<file path="src/rtl/quiz_buzzer_arbiter.sv">
// N-contestant quiz buzzer arbiter: first eligible press after arming wins, then a seconds countdown runs.
// Optional `define QUIZ_REARM_EN lets the host reject an answer, lock that player out and re-arm the round.
module quiz_buzzer_arbiter #(
    parameter int unsigned N_PLAYERS   = 3,
    parameter int unsigned ID_W        = 4,
    parameter int unsigned TICK_DIV    = 50000000,
    parameter int unsigned ANSWER_SECS = 30
) (
    input  logic                 clock,
    input  logic                 reset,
    input  logic                 start,
    input  logic                 clear,
    input  logic                 reject,
    input  logic [N_PLAYERS-1:0] buzz,
    output logic [ID_W-1:0]      winner_id,
    output logic                 winner_valid,
    output logic                 armed,
    output logic [7:0]           secs_left,
    output logic [N_PLAYERS-1:0] false_start,
    output logic                 beep
);

    localparam int unsigned TICK_W = $clog2(TICK_DIV);
    localparam logic [TICK_W-1:0] TICK_LAST = TICK_W'(TICK_DIV - 1);
    localparam logic [TICK_W-1:0] TICK_ONE  = TICK_W'(1);
    localparam logic [7:0]        SECS_INIT = 8'(ANSWER_SECS);

    typedef enum logic [1:0] {
        S_IDLE,
        S_ARMED,
        S_ANSWER,
        S_EXPIRED
    } state_t;

    state_t                state, state_n;
    logic [N_PLAYERS-1:0]  buzz_q;
    logic [N_PLAYERS-1:0]  rise;
    logic [N_PLAYERS-1:0]  eligible;
    logic [TICK_W-1:0]     tick, tick_n;
    logic [ID_W-1:0]       id_n;
    logic                  valid_n;
    logic [7:0]            secs_n;
    logic [N_PLAYERS-1:0]  fs_n;
    logic                  beep_n;
    logic                  win_found;
    logic [ID_W-1:0]       win_idx;

    assign rise     = buzz & ~buzz_q;
    assign eligible = rise & ~false_start;

`ifndef QUIZ_REARM_EN
    logic unused_reject;
    assign unused_reject = reject;
`endif

    always_comb begin
        win_found = 1'b0;
        win_idx   = '0;
        for (int unsigned i = 0; i < N_PLAYERS; i++) begin
            if (eligible[i] && !win_found) begin
                win_found = 1'b1;
                win_idx   = ID_W'(i);
            end
        end
    end

    always_comb begin
        state_n = state;
        tick_n  = tick;
        id_n    = winner_id;
        valid_n = winner_valid;
        secs_n  = secs_left;
        fs_n    = false_start;
        beep_n  = beep;

        case (state)
            S_IDLE: begin
                fs_n = false_start | rise;
                if (start) begin
                    state_n = S_ARMED;
                    secs_n  = SECS_INIT;
                end
            end
            S_ARMED: begin
                if (win_found) begin
                    state_n = S_ANSWER;
                    id_n    = win_idx;
                    valid_n = 1'b1;
                    tick_n  = '0;
                end
            end
            S_ANSWER: begin
                // Tick cleared on the win, so the first second is a full TICK_DIV cycles.
                if (tick == TICK_LAST) begin
                    tick_n = '0;
                    secs_n = secs_left - 8'd1;
                    if (secs_left == 8'd1) begin
                        state_n = S_EXPIRED;
                        beep_n  = 1'b1;
                    end
                end else begin
                    tick_n = tick + TICK_ONE;
                end
            end
            S_EXPIRED: begin
                beep_n = 1'b1;
                secs_n = '0;
            end
            default: state_n = S_IDLE;
        endcase

`ifdef QUIZ_REARM_EN
        if (reject && (state == S_ANSWER || state == S_EXPIRED)) begin
            for (int unsigned i = 0; i < N_PLAYERS; i++) begin
                if (winner_id == ID_W'(i)) begin
                    fs_n[i] = 1'b1;
                end
            end
            state_n = S_ARMED;
            id_n    = '0;
            valid_n = 1'b0;
            secs_n  = SECS_INIT;
            beep_n  = 1'b0;
            tick_n  = '0;
        end
`endif

        if (clear) begin
            state_n = S_IDLE;
            id_n    = '0;
            valid_n = 1'b0;
            secs_n  = '0;
            fs_n    = '0;
            beep_n  = 1'b0;
            tick_n  = '0;
        end
    end

    always_ff @(posedge clock) begin
        if (reset) begin
            state        <= S_IDLE;
            buzz_q       <= '0;
            tick         <= '0;
            winner_id    <= '0;
            winner_valid <= 1'b0;
            armed        <= 1'b0;
            secs_left    <= '0;
            false_start  <= '0;
            beep         <= 1'b0;
        end else begin
            state        <= state_n;
            buzz_q       <= buzz;
            tick         <= tick_n;
            winner_id    <= id_n;
            winner_valid <= valid_n;
            armed        <= (state_n == S_ARMED);
            secs_left    <= secs_n;
            false_start  <= fs_n;
            beep         <= beep_n;
        end
    end

endmodule

</file>
<file path="config.mk">
export PLATFORM = sky130hd
export DESIGN_NAME = quiz_buzzer_arbiter
export DESIGN_NICKNAME = d
export VERILOG_FILES = /design/src/rtl/quiz_buzzer_arbiter.sv
export SDC_FILE = /design/constraint.sdc
export NUM_CORES = 1
export LEC_CHECK = 0
export CAP_MARGIN = 20
export CORE_MARGIN = 2
export CORE_UTILIZATION = 58
export CTS_BUF_LIST = sky130_fd_sc_hd__clkbuf_4
export DETAILED_ROUTE_END_ITERATION = 6
export PLACE_DENSITY = 0.85
export SYNTH_ARGS = -nofsm -noshare
export SYNTH_HDL_FRONTEND = slang
export SYNTH_SLANG_ARGS = --single-unit
</file>
<file path="constraint.sdc">
create_clock -name clock -period 2.3 [get_ports clock]
set_clock_uncertainty 0.1 [all_clocks]
set_input_delay 0.345 -clock clock [delete_from_list [all_inputs] [get_ports clock]]
set_output_delay 0.345 -clock clock [all_outputs]
set_load 0.02 [all_outputs]
</file>
==> results.toml <==
[outcome]
status = "completed"

[clock_tree]
cts_inserted_buffers = 5
cts_hold_buf = 0
clock-root-buffer = "clkbuf_4"
cts_max_path_buffers = 2
cts_max_level = 2
clk_pin_slew_worst_paths_ps = 140
clk_latency_ps = 400
cts.repair.resized = 0
clock_sinks = 47
cts_setup_buffers = 0
cts_tree = "done"

[sta]
min_period_ps = 2160
setup-violations-final = 0
rsz0062_at_grt = "no"
finalHoldViolCount = 0
setup_tns_ps = 0
tightest_slew_ps = 570
fin_ws_ps = 140
drv_slew = 0
period_share_pct = 93.9
max_freq_ghz = 0.463
slew_headroom_pct = 62.0

[grt]
overflow = 0
grt_start_max_net_pins = 21
grt_pass1_wl_mm = 9.29
grt_pass1_vias = 2107
grt_usage_pct = 26.2
grt_antenna_before_repair = 0

[die]
num_io_pins = 26
start_util_pct = 60.5
die_x_um = 68.8
core_mm2 = 0.00403
dieArea_mm2 = 0.00474
rows = 23
die_y_um = 68.8

[logic_synthesis]
ys_seq_area_share_pct = 38.6
yosys_warnings = 0
synthCells = 293
synth-seq-cells = 47
ys_async_sr_fraction_pct = 0
synth_enable_flop_cells = 0
syn-cell-area_mm2 = 0.00244
synth_flop_cell = "dfxtp_1"
avgSynthCellArea_um2 = 8.32
ys_types = 57

[placement]
dp_hpwl_mm = 4.24
routabilityCongestion = 0.870
place_area_mm2 = 0.00285
place.port_buffers = 22
post-place-ws_ps = -65.3
post-place-cells = 377

[setup_path]
cp_max_fo = 7
cp.arrival_ps = 2390
crit_type = "flop to flop"
start_kind = "flop"
crit_required_ps = 2530
worstSetupEndpointType = "flop"

[layout]
stdcell_area_mm2 = 0.00296
area_delta_synth_final_pct = 21.2
fin_nets = 345
seq_area_um2 = 941
multi_input_area_mm2 = 0.00137
fin_cells = 385
antenna_cells = 0
drive_above_1_share_pct = 15.5
final.fill_count = 323

[hold_path]
hp-class = "flop to flop"

[routing]
routed_wl_mm = 5.68
drt-initial-drc-count = 165
post_drt_via_cell_ratio = 6.05
vias = 2329
ant_nets = 0
drt_pass1_iterations = 4
drc = 0
wire_per_inst_um = 14.8

[power]
power.leakage_uw = 0.00104
cellPowerDensity_mw_per_mm2 = 558
ir_worst_vdd_mv = 0.472

[run]
cap_violations = 0
## logic make-up (layout without fill, tap and decap cells)
logic type      Yosys count  after routing  synth area share, %
mux                       1              1                0.410
compound gates           76             76                 21.1
flops                    47             47                 38.6
simple gates            135            135                 31.0
xor+xnor                  5              5                 1.80
buf+inv                  25             66                 5.44
other cells               1              2                0.154
fa+ha+maj                 3              3                 1.54
## cells in the final DEF (no fill, tap or decap), types with 2 or more instances in the layout
| cell | Yosys | final |
|---|---|---|
| inv_1 | 11 | 11 |
| clkdlybuf4s50_1 | 0 | 22 |
| o2111ai_1 | 3 | 3 |
| nor2b_1 | 2 | 2 |
| conb_1 | 1 | 2 |
| a31oi_1 | 13 | 13 |
| bufinv_16 | 0 | 2 |
| nor2_1 | 37 | 37 |
| buf_4 | 5 | 23 |
| a22oi_1 | 2 | 2 |
| and3_1 | 4 | 4 |
| o21ba_2 | 2 | 2 |
| and4_4 | 2 | 2 |
| and4_1 | 4 | 4 |
| nor4_2 | 3 | 3 |
| nor4_1 | 3 | 3 |
| ha_1 | 3 | 3 |
| or3_1 | 11 | 11 |
| xor2_1 | 4 | 4 |
| or3b_2 | 2 | 2 |
| a21o_1 | 3 | 3 |
| nand2b_1 | 6 | 6 |
| o211ai_1 | 3 | 3 |
| nand4_1 | 7 | 7 |
| buf_12 | 0 | 2 |
| nand2_1 | 22 | 22 |
| or2_2 | 3 | 3 |
| a21oi_1 | 22 | 22 |
| nand3_1 | 14 | 14 |
| o21ai_0 | 13 | 13 |
| dfxtp_1 | 47 | 47 |
| clkbuf_4 | 0 | 5 |
| nor3_1 | 6 | 6 |
## routing by layer
metal	up-vias	share of wire, %	global-route usage, %
met2	65	47	42.4
met3	17	5.2	5.84
li1	1157	-	-
met4	0	2.5	13.2
met5	-	0	0
met1	1090	46	32.5
## critical path, stage by stage (launching register included)
cell and delay [ps]:
dfxtp_1 380, ha_1 250, and4_1 230, and4_4 230, a21oi_1 470, o21ai_1 150
buf_4 180, nor2_1 110
## power breakdown
part | switching (uW) | internal, uW | total, uW
logic | 95.9 | 80.8 | 177
clock network | 287 | 338 | 624
registers | 17.4 | 830 | 848
## final cells by class
type | count | share of cell area (%)
Clock buffer | 5 | 1.27
Timing Repair Buffer | 47 | 14.6
Tap cell | 50 | 2.12
Clock inverter | 3 | 2.29
Sequential cell | 47 | 31.8
Inverter | 11 | 1.40
Multi-Input combinational cell | 222 | 46.5
## synthesized netlist by cell type (5+ instances only)
master | n | area [um2]
buf_4 | 5 | 37.5
nor2_1 | 37 | 139
nand2_1 | 22 | 82.6
nand2b_1 | 6 | 37.5
nand4_1 | 7 | 43.8
o21ai_0 | 13 | 65.1
nor3_1 | 6 | 30.0
or3_1 | 11 | 68.8
nand3_1 | 14 | 70.1
a31oi_1 | 13 | 81.3
inv_1 | 11 | 41.3
a21oi_1 | 22 | 110
dfxtp_1 | 47 | 941
## flip-flops by register name (all words and copies together), names as in the netlist
register,flops
armed,1
beep,1
buzz_q,3
false_start,3
secs_left,8
state,2
tick,26
winner_id,2
winner_valid,1
## per-stage QoR
| stage | total power, uW | hold WS, ps | utilization [%] |
|---|---|---|---|
| final | 1650 | 369 | 73.4 |
| after global routing | 1710 | 407 | 73.4 |
| after CTS | 1660 | 369 | 73.4 |
| after detailed placement | 1040 | 349 | 70.8 |
| after global placement | 1030 | 341 | 70.8 |
| after floorplan | 962 | 312 | - |
## worst paths after layout
kind	endpoint	cells after the start	startpoint	slack, ps
max	tick[17]$_SDFFE_PP0P_	7	tick[0]$_SDFFE_PP0P_	140
min	tick[23]$_SDFFE_PP0P_	1	tick[23]$_SDFFE_PP0P_	370
max reg2reg	tick[17]$_SDFFE_PP0P_	7	tick[0]$_SDFFE_PP0P_	140
min reg2reg	tick[23]$_SDFFE_PP0P_	1	tick[23]$_SDFFE_PP0P_	370
No activity file was read; power rests on OpenSTA's default activity.
